`config.mk`:
```
export PLATFORM = sky130hd
export DESIGN_NAME = bsg_fsb_hop_out_rr_arbiter
export DESIGN_NICKNAME = d
export VERILOG_FILES = /design/src/rtl/bsg_fsb_hop_out_rr_arbiter.sv
export SDC_FILE = /design/constraint.sdc
export NUM_CORES = 1
export LEC_CHECK = 0
export ABC_AREA = 1
export BUFFER_PORTS_ARGS = -buffer_cell sky130_fd_sc_hd__buf_2
export CAP_MARGIN = 40
export CORE_AREA = 2 2 63 77
export DETAILED_ROUTE_END_ITERATION = 16
export DIE_AREA = 0 0 65 79
export GPL_ROUTABILITY_DRIVEN = 0
export GPL_TIMING_DRIVEN = 0
export PLACE_DENSITY = 0.82
export SYNTH_ARGS = -nofsm -noshare
export SYNTH_HDL_FRONTEND = slang
export SYNTH_SLANG_ARGS = --single-unit
```
`constraint.sdc`:
```
create_clock -name clk_i -period 3.36 [get_ports clk_i]
set_clock_uncertainty 0.05 [all_clocks]
set_input_delay 0.336 -clock clk_i [delete_from_list [all_inputs] [get_ports clk_i]]
set_output_delay 0.336 -clock clk_i [all_outputs]
set_load 0.05 [all_outputs]
```
`src/rtl/bsg_fsb_hop_out_rr_arbiter.sv`:
```
// bsg_fsb_hop_out_rr_arbiter: round-robin packet-locking arbiter onto a credit-flow-controlled, registered hop-out link
module bsg_fsb_hop_out_rr_arbiter #(
  parameter int els_p     = 4,
  parameter int width_p   = 16,
  parameter int credits_p = 4
) (
  input  logic                     clk_i,
  input  logic                     reset_n_i,
  input  logic [els_p-1:0]         v_i,
  input  logic [els_p*width_p-1:0] data_i,
  input  logic [els_p-1:0]         last_i,
  output logic [els_p-1:0]         yumi_o,
  output logic                     v_o,
  output logic [width_p-1:0]       data_o,
  output logic                     last_o,
  input  logic                     credit_i,
  output logic                     credit_overflow_o
);
  localparam int ptr_w = $clog2(els_p);
  localparam int cnt_w = $clog2(credits_p + 1);
  typedef enum logic {IDLE, LOCKED} state_t;
  state_t state, state_n;
  logic [ptr_w-1:0] rr_ptr, rr_ptr_n, owner, owner_n, rr_gnt, sel;
  logic [cnt_w-1:0] cnt, cnt_n;
  logic [width_p-1:0] sel_data;
  logic go, sel_last, ovf_n;
  always_comb begin
    logic [ptr_w-1:0] idx;
    idx = '0;
    rr_gnt = rr_ptr;
    for (int k = els_p - 1; k >= 0; k--) begin
      idx = ptr_w'((int'(rr_ptr) + k) % els_p);
      rr_gnt = v_i[idx] ? idx : rr_gnt;
    end
  end
  // when nobody requests, rr_gnt points at an idle requester, so v_i[sel] gates the grant in both states
  always_comb begin
    sel = (state == LOCKED) ? owner : rr_gnt;
    go = reset_n_i && (cnt != '0) && v_i[sel];
    sel_last = last_i[sel];
    sel_data = data_i[int'(sel)*width_p +: width_p];
    yumi_o = go ? (els_p'(1) << sel) : '0;
    state_n = !go ? state : (sel_last ? IDLE : LOCKED);
    owner_n = (go && !sel_last) ? sel : owner;
    rr_ptr_n = !(go && sel_last) ? rr_ptr : ((sel == ptr_w'(els_p - 1)) ? '0 : sel + 1'b1);
    cnt_n = (go && !credit_i) ? cnt - 1'b1 :
            (credit_i && !go && cnt != cnt_w'(credits_p)) ? cnt + 1'b1 : cnt;
    ovf_n = credit_overflow_o | (credit_i && !go && cnt == cnt_w'(credits_p));
  end
  always_ff @(posedge clk_i or negedge reset_n_i)
    if (!reset_n_i) begin
      state <= IDLE;
      rr_ptr <= '0;
      owner <= '0;
      cnt <= cnt_w'(credits_p);
      credit_overflow_o <= 1'b0;
      v_o <= 1'b0;
      data_o <= '0;
      last_o <= 1'b0;
    end else begin
      state <= state_n;
      rr_ptr <= rr_ptr_n;
      owner <= owner_n;
      cnt <= cnt_n;
      credit_overflow_o <= ovf_n;
      v_o <= go;
      data_o <= go ? sel_data : data_o;
      last_o <= go ? sel_last : last_o;
    end
endmodule

```
==> qor.txt <==
status: finished clean
Ports: 98
Num CTS Buffers: 3
Met1 Routed Length: 2430 um
pin count of the biggest net entering global routing: 29
critical path class: flip-flop to output port
Die ar.: 0.00514 mm^2
cts repair resizes: 0
most frequent cells in the layout: buf_2 (102), nand2_1 (100), nor2_1 (39), o21ai_0 (38), dfrtp_1 (26)
Power Density: 1290 mW/mm^2
Slew HR: 57.5%
fin area: 0.00255 mm^2
Max Used Layer: met4
Syn Inst Count: 297
crit path cell chain: inv_2, nand2_1, nand2_1, nand2_1, nand2_1, a21boi_1, o21ai_0, nand2_1, a21oi_1, buf_2, clkbuf_4, ha_1, inv_1, nor2_1, buf_2
cell taking the most area after synthesis: dfrtp_1
worst-skew pair later-pin latency: 0.28 ns
post-layout worst setup margin: 0.244 ns
Slew Viols, Final: 0
Root Driver: clkbuf_8
Max Clock Freq: 321 MHz
synth unique cells: 24
n_diodes: 0
Die Wd: 65 um
commonest non-fill, non-tap cell in the layout: buf_2
I/O Buffers: 97
First-pass DRT Iterations: 4
worst-path maximum fanout: 11
Syn-to-layout area delta: 31.0%
Post-Place Worst Slack: 0.516 ns
DR DRC count: 0
gr ovfl total: 0
Core Util, Final: 57.6%
Worst Tran Pin Value: 0.637 ns
Final Hold Vio Count: 0
drt via density: 5.18
dpl hpwl: 4440 um
gr usage total: 24.2%
Mapped Area: 0.00195 mm^2
vias in the first global route: 2,302
Yosys top cell area share: 33.4%
Most used DFF post-synth: dfrtp_1
WL final: 5800 um
Power Total: 3.29 mW
post-synth net total: 377
chip height: 79 um
YS warnings: 0
drt wl/cell: 12.7 um
Core Footprint: 0.00443 mm^2
met2 wire len: 3020 um
Area contributors post-synth: dfrtp_1 (33%), nand2_1 (19%), o21ai_0 (9.8%)
Post-synth ARST share: 100%
remaining antenna violation count: 0
FF+latch count, synth: 27
proportion of layout cells with a drive suffix above 1: 31.5%
Post-CTS Setup Inserts: 0
Final Net Count: 478
Worst-path clk slew: 0.09 ns
total of max-cap violations: 0
CTS tree: yes
H-tree depth: 1
Placed Cells: 452
Final period util: 92.7%
clk sinks: 27
fin crit period: 3.12 ns
EDFF count, synth: 0
Leakage: 1.46 nW
register area share after synthesis: 34.8%
CP max stage delay: 0.44 ns
startpoint types: flip-flop
initial core utilization: 44.0%
Setup-failing EPs final: 0
Worst setup EP type: output port
Min-Delay Path Class: input pin to async pin
Rows: 27
CTS max path bufs: 2
Avg Inst Size Synth: 6.56 um^2
WHS: 0.0183 ns
RSZ-0062 raised after global routing: false
Slowest-stage cell, CP: dfrtp_1
Post-Layout Cell Count: 455
crit-path most repeated cell: nand2_1
placed cell areas: 0.00250 mm^2
via count: 2,359
met3 WL post-DR: 273 um
initial antenna violation count: 0
Sum Neg Setup Slack: 0 ns
Worst EP required: 2.97 ns
initial drt markers: 124
Critical Path AT: 2.73 ns
first-pass GRT wire length: 9930 um
hold bufs inserted after CTS: 0
worst vdd ir: 770 uV
## critical path: cells and delay by family, from the launching register on
family	cells	cell delay, ns
fa+ha+maj	1	0.16
flops	1	0.44
buf+inv	5	0.94
compound gates	3	0.43
simple gates	6	0.46
## layer usage
layer	GRT usage (%)	vias up
li1	-	1151
met1	28.9	1129
met2	44.0	72
met3	3.12	7
met4	8.30	0
met5	0	-
## flip-flops by register name (all words and copies together), names as in the netlist
signal and flops:
cnt 3, credit_overflow_o 1, data_o 16, last_o 1, owner 2, rr_ptr 2, state 1, v_o 1
## power breakdown
group | switching, mW | internal (mW)
combinational | 1.75 | 0.765
sequential | 0.0898 | 0.493
clock | 0.104 | 0.0852
total | 1.95 | 1.34
## worst paths after layout
kind                            from           endpoint  slack [ns]  depth (start not counted)
max in group asynchronous  reset_n_i          data_o[4]        2.83                          1
min in group clk_i          credit_i  credit_overflow_o        0.28                          3
min reg2reg                   cnt[2]             cnt[2]        0.43                          2
max reg2reg                rr_ptr[1]             cnt[2]        0.59                         20
min                        reset_n_i  credit_overflow_o        0.02                          1
max                        rr_ptr[1]          yumi_o[1]        0.24                         15
## cell usage after synthesis, types with 4 or more instances
library cell and instances:
nand3_1 12, nand2_2 5, buf_2 8, nor2_1 39, inv_1 23, ha_1 4, nand2_1 100, o21ai_0 38
o21ai_1 4, o22ai_1 16, dfrtp_1 26
## area by class of cell
class | count | area, um^2
clock buffers | 4 | 45.0
inverters | 26 | 97.6
flip-flops and latches | 27 | 677
well taps | 58 | 72.6
plain buffers | 14 | 98.8
multi-input cells | 229 | 1070
fillers | 436 | 1870
repair buffers | 97 | 488
## cells by family (layout without fill, tap and decap cells)
kind of cell               after synthesis  after routing  synth area share [%]
adders and majority gates                5              5                  3.60
AOI/OAI and AO/OA                       65             65                  18.3
buffers and inverters                   41            141                  10.2
DFF                                     27             27                  34.8
and+or+nand+nor                        159            159                  33.2
No activity file was read; power rests on OpenSTA's default activity.
